===== src/rtl/handshake_constant_rr_arbiter_if.sv =====
// Handshake bundle for the round-robin constant arbiter:
// per-requester control tokens in, one constant token stream out.
interface handshake_constant_rr_arbiter_if #(
   parameter int NUM_REQ     = 4,
   parameter int DATA_WIDTH  = 32,
   parameter int INDEX_WIDTH = 2,
   parameter int COUNT_WIDTH = 16
);
   logic [NUM_REQ-1:0]     ins_valid;
   logic [NUM_REQ-1:0]     ins_ready;
   logic [DATA_WIDTH-1:0]  outs;
   logic [INDEX_WIDTH-1:0] index;
   logic                   outs_valid;
   logic                   outs_ready;
   logic [COUNT_WIDTH-1:0] count;

   modport master (
      input  ins_valid,
      input  outs_ready,
      output ins_ready,
      output outs,
      output index,
      output outs_valid,
      output count
   );

   modport slave (
      output ins_valid,
      output outs_ready,
      input  ins_ready,
      input  outs,
      input  index,
      input  outs_valid,
      input  count
   );
endinterface


===== src/rtl/handshake_constant_rr_arbiter.sv =====
// Round-robin arbiter feeding a one-slot constant output register;
// each accepted control token yields CONST_VALUE plus the served index.
module handshake_constant_rr_arbiter #(
   parameter int          NUM_REQ     = 4,
   parameter int          DATA_WIDTH  = 32,
   parameter logic [31:0] CONST_VALUE = 32'hFFFFFFFF,
   parameter int          INDEX_WIDTH = 2,
   parameter int          COUNT_WIDTH = 16
) (
   input logic clk,
   input logic rst,
   handshake_constant_rr_arbiter_if.master bus
);
   logic [INDEX_WIDTH-1:0] ptr_q, ptr_d;
   logic [INDEX_WIDTH-1:0] idx_q, idx_d;
   logic [COUNT_WIDTH-1:0] cnt_q, cnt_d;
   logic                   full_q, full_d;

   logic [INDEX_WIDTH-1:0] grant;
   logic                   found;
   logic                   any_valid;
   logic                   slot_free;
   logic                   accept;
   logic                   fire;
   int unsigned            cand;

   // Cyclic search starting at ptr; first valid requester wins.
   always_comb begin
      grant = '0;
      found = 1'b0;
      cand  = 0;
      for (int k = 0; k < NUM_REQ; k++) begin
         cand = 32'(ptr_q) + 32'(k);
         if (cand >= 32'(NUM_REQ)) cand = cand - 32'(NUM_REQ);
         if (!found && bus.ins_valid[cand]) begin
            found = 1'b1;
            grant = INDEX_WIDTH'(cand);
         end
      end
   end

   assign any_valid = |bus.ins_valid;
   assign slot_free = !full_q || bus.outs_ready;
   assign accept    = any_valid && slot_free && rst;
   assign fire      = full_q && bus.outs_ready;

   always_comb begin
      bus.ins_ready = '0;
      for (int i = 0; i < NUM_REQ; i++)
         bus.ins_ready[i] = accept && (grant == INDEX_WIDTH'(i));
   end

   always_comb begin
      ptr_d  = ptr_q;
      idx_d  = idx_q;
      full_d = full_q;
      cnt_d  = fire ? cnt_q + 1'b1 : cnt_q;
      if (accept) begin
         full_d = 1'b1;
         idx_d  = grant;
         ptr_d  = (32'(grant) == 32'(NUM_REQ - 1)) ? '0 : grant + 1'b1;
      end else if (bus.outs_ready) begin
         full_d = 1'b0;
      end
   end

   always_ff @(posedge clk or negedge rst) begin
      if (!rst) begin
         ptr_q  <= '0;
         idx_q  <= '0;
         cnt_q  <= '0;
         full_q <= 1'b0;
      end else begin
         ptr_q  <= ptr_d;
         idx_q  <= idx_d;
         cnt_q  <= cnt_d;
         full_q <= full_d;
      end
   end

   assign bus.outs       = DATA_WIDTH'(CONST_VALUE);
   assign bus.outs_valid = full_q;
   assign bus.index      = idx_q;
   assign bus.count      = cnt_q;
endmodule


===== src/flat_wrapper.sv =====
// flat-port wrapper written by rule: the top's interface ports become plain ports
module handshake_constant_rr_arbiter_flat 
#(
   parameter int          NUM_REQ     = 4,
   parameter int          DATA_WIDTH  = 32,
   parameter logic [31:0] CONST_VALUE = 32'hFFFFFFFF,
   parameter int          INDEX_WIDTH = 2,
   parameter int          COUNT_WIDTH = 16
)
  (clk, rst, bus_ins_valid, bus_outs_ready, bus_ins_ready, bus_outs, bus_index, bus_outs_valid, bus_count);
  handshake_constant_rr_arbiter_if #(.NUM_REQ(NUM_REQ), .DATA_WIDTH(DATA_WIDTH), .INDEX_WIDTH(INDEX_WIDTH), .COUNT_WIDTH(COUNT_WIDTH)) bus_i ();
  input logic clk;
  input logic rst;
  input wire logic [$bits(bus_i.ins_valid)-1:0] bus_ins_valid;
  input wire logic [$bits(bus_i.outs_ready)-1:0] bus_outs_ready;
  output wire logic [$bits(bus_i.ins_ready)-1:0] bus_ins_ready;
  output wire logic [$bits(bus_i.outs)-1:0] bus_outs;
  output wire logic [$bits(bus_i.index)-1:0] bus_index;
  output wire logic [$bits(bus_i.outs_valid)-1:0] bus_outs_valid;
  output wire logic [$bits(bus_i.count)-1:0] bus_count;
  assign bus_i.ins_valid = bus_ins_valid;
  assign bus_i.outs_ready = bus_outs_ready;
  assign bus_ins_ready = bus_i.ins_ready;
  assign bus_outs = bus_i.outs;
  assign bus_index = bus_i.index;
  assign bus_outs_valid = bus_i.outs_valid;
  assign bus_count = bus_i.count;
  handshake_constant_rr_arbiter #(.NUM_REQ(NUM_REQ), .DATA_WIDTH(DATA_WIDTH), .CONST_VALUE(CONST_VALUE), .INDEX_WIDTH(INDEX_WIDTH), .COUNT_WIDTH(COUNT_WIDTH)) u_core (.clk(clk), .rst(rst), .bus(bus_i));
endmodule

===== config.mk =====
export PLATFORM = sky130hd
export DESIGN_NAME = handshake_constant_rr_arbiter_flat
export DESIGN_NICKNAME = d
export VERILOG_FILES = /design/src/rtl/handshake_constant_rr_arbiter_if.sv /design/src/rtl/handshake_constant_rr_arbiter.sv /design/src/flat_wrapper.sv
export SDC_FILE = /design/constraint.sdc
export NUM_CORES = 1
export LEC_CHECK = 0
export CAP_MARGIN = 40
export CELL_PAD_IN_SITES_DETAIL_PLACEMENT = 1
export CELL_PAD_IN_SITES_GLOBAL_PLACEMENT = 2
export CORE_ASPECT_RATIO = 1.5
export CORE_MARGIN = 5
export CORE_UTILIZATION = 24
export DETAILED_ROUTE_END_ITERATION = 8
export PLACE_DENSITY = 0.79
export SLEW_MARGIN = 30
export SYNTH_ARGS = -nofsm -noshare
export SYNTH_HDL_FRONTEND = slang
export SYNTH_SLANG_ARGS = --single-unit

===== constraint.sdc =====
create_clock -name clk -period 2.6 [get_ports clk]
set_clock_uncertainty 0.15 [all_clocks]
set_input_delay 0.65 -clock clk [delete_from_list [all_inputs] [get_ports clk]]
set_output_delay 0.65 -clock clk [all_outputs]
set_load 0.02 [all_outputs]

==> results.txt <==
Largest net degree at the start of global routing: 22
Hold path start: u_core.bus.count[15]$_DFFE_PN0P_
Total gr overflow: 0
CTS Hold Bufs: 0
CTS Sinks: 21
Max Cap Viol: 0
# H-tree levels: 1
Tot Pwr: 1410 uW
Critical path class: primary input to output pin
Layout Cells excl Fill: 251
CP Max Fanout: 4
CTS tree: yes
Num rows: 33
Post-Route WL: 3140 um
Worst EP arrival: 1820 ps
Synth Cell Area: 1340 um2
Nets@finish: 194
Worst r2r dst: u_core.ptr_q[0]$_DFFE_PN0P_
Clock Latency Late Sink: 260 ps
Flops & latches, synth: 21
Placed Cells: 240
# DRC: 0
Register area share after synthesis: 39.4%
Clk pin slew, worst setup/hold paths: 80 ps
GP Congestion: 0.716
R2r setup slk: 770 ps
Pwr/cell area: 750 nW/um2
Area grow syn2layout: 41.0%
DR vias: 972
Fmax: 382 MHz
Vias in the first global route: 1084
Crit. End Element: output pin
Initial antenna violation count: 0
Synthesized instance count: 128
Clock Tree Buf Depth: 2
Critical Path RT: 1800 ps
GRT Util Overall: 8.89%
Die extent in y: 101 um
Worst r2r src: u_core.ptr_q[0]$_DFFE_PN0P_
Hold path cells: 1
Syn_area_per_cell: 10.4 um2
Commonest non-fill, non-tap cell in the layout: conb_1
FF-to-FF path depth: 7
Type of the tightest min-delay check: flip-flop to flip-flop
Fillers: 641
Most frequent cells in the layout: conb_1, buf_4, clkdlybuf4s50_1, dfrtp_1, xnor2_1
Drt wl/cell: 12.5 um
WHS Endpoint: u_core.bus.count[15]$_DFFE_PN0P_
Area share of the largest cell type after synthesis: 39.4%
Post-route ant nets: 0
Worst setup slack after layout: -15.3 ps
Share of layout cells above drive strength 1: 33.1%
Initial core utilization: 24.5%
Critical path startpoint category: primary input
TritonRoute pass-1 iters: 2
Peak VDD IR: 0.542 mV
Final Cycle Share: 101%
Core Area: 5450 um2
RSZ-0062 raised after global routing: true
Cell taking the most area after synthesis: dfrtp_1
Post-DP HPWL: 2290 um
Top cells by area, synth: dfrtp_1, buf_4, xnor2_1, ha_1, xor2_1
Port Buf Inserts: 29
First-pass GRT wire length: 5140 um
Final hold violations: 0
Warnings, synthesis: 0
Initial DRC count: 15
Top-Level Pins: 62
Outcome: finished, violations left
Failing checks: setup timing
Final Setup Violations: 1
Via-to-Cell Ratio: 3.87
Area of the die: 7180 um2
CTS Root Cell: clkbuf_8
Die Wd: 70.9 um
Pins Over Slew Limit: 0
Worst slack, placed: -894 ps
Final Critical Period: 2620 ps
Library cells used by synthesis: 29
# diodes: 0
Number of buffers created by CTS: 3
Hold Slack: 324 ps
Pleak: 0.000921 uW
[report_power, final]
part / internal [uW] / switching (uW) / total (uW) / leakage (uW)
clock: 109 / 104 / 213 / 0.0000228
sequential: 407 / 99.9 / 507 / 0.000272
combinational: 348 / 343 / 691 / 0.000627
total: 864 / 547 / 1410 / 0.000921
[repair_timing]
action                     4_1_cts  5_1_grt
resized for setup               59       12
pin swaps                        8        3
buffers inserted                 5        2
setup endpoints to repair        4        4
[synthesized netlist by cell type (all sizes together)]
cell    count
conb        1
xor2        6
xnor2       9
nand4       3
buf        32
and4        3
ha          5
and3        2
a211oi      1
nand2       9
inv         5
o21ai       1
dfrtp      21
nor3b       1
nand3       4
nor2b       1
o31ai       1
a21oi       3
nand2b      4
and2        4
mux2        3
o22ai       1
nor2        4
o41ai       1
nor3        3
[registers in the layout, indices dropped and copies added, names as in the netlist]
register	cells
u_core.bus.count	16
u_core.bus.index	2
u_core.ptr_q	2
u_core.bus.outs_valid	1
[routing by layer]
layer,vias up,part of all wire (%),track usage (%)
met2,45,51,15.2
li1,462,-,-
met5,-,0,0
met3,2,7.4,1.89
met1,463,41,11.0
met4,0,0.45,3.04
[worst max path at each step]
| stage | slack (ps) | from | end | cells after the start |
|---|---|---|---|---|
| floorplan | 140 | bus_ins_valid[0] | bus_ins_ready[0] | 6 |
| global placement | -890 | bus_ins_valid[0] | bus_ins_ready[1] | 9 |
| detailed placement | -890 | bus_ins_valid[0] | bus_ins_ready[0] | 9 |
| CTS | -20 | bus_ins_valid[0] | bus_ins_ready[0] | 9 |
| global route | -70 | u_core.ptr_q[0]$_DFFE_PN0P_ | bus_ins_ready[1] | 8 |
| finish | -20 | bus_ins_valid[1] | bus_ins_ready[0] | 10 |
[critical path, stage by stage]
cell	delay (ps)
buf_6	100
buf_6	120
inv_2	50
a21oi_2	50
nor3_2	190
buf_4	170
inv_4	40
ha_2	160
and2_4	150
buf_6	120
[logic make-up after synthesis]
| logic type | synth area share, % |
|---|---|
| AND/OR/NAND/NOR | 17.8 |
| AO/OA/AOI/OAI | 5.53 |
| buffers and inverters | 19.4 |
| multiplexers | 3.09 |
| adder cells (fa/ha/maj) | 4.69 |
| XOR/XNOR | 9.84 |
| flip-flops | 39.4 |
| other | 0.281 |
[cell type report]
cell class	instances	area, um2	area share (%)
Inverter	5	21.3	1.13
Multi-Input combinational cell	101	747	39.7
Sequential cell	21	527	28.0
Tap cell	70	87.6	4.65
Clock buffer	4	45.0	2.39
Timing Repair Buffer	50	454	24.1
[stage by stage]
step	util, %	setup TNS [ps]	cell area [um2]
floorplan	-	0	1450
global route	34.5	-214	1880
finish	34.5	-15.3	1880
detailed placement	31.1	-3500	1690
global placement	31.1	-3480	1690
CTS	33.4	-20.1	1820
(Power assumes the default switching activity.)
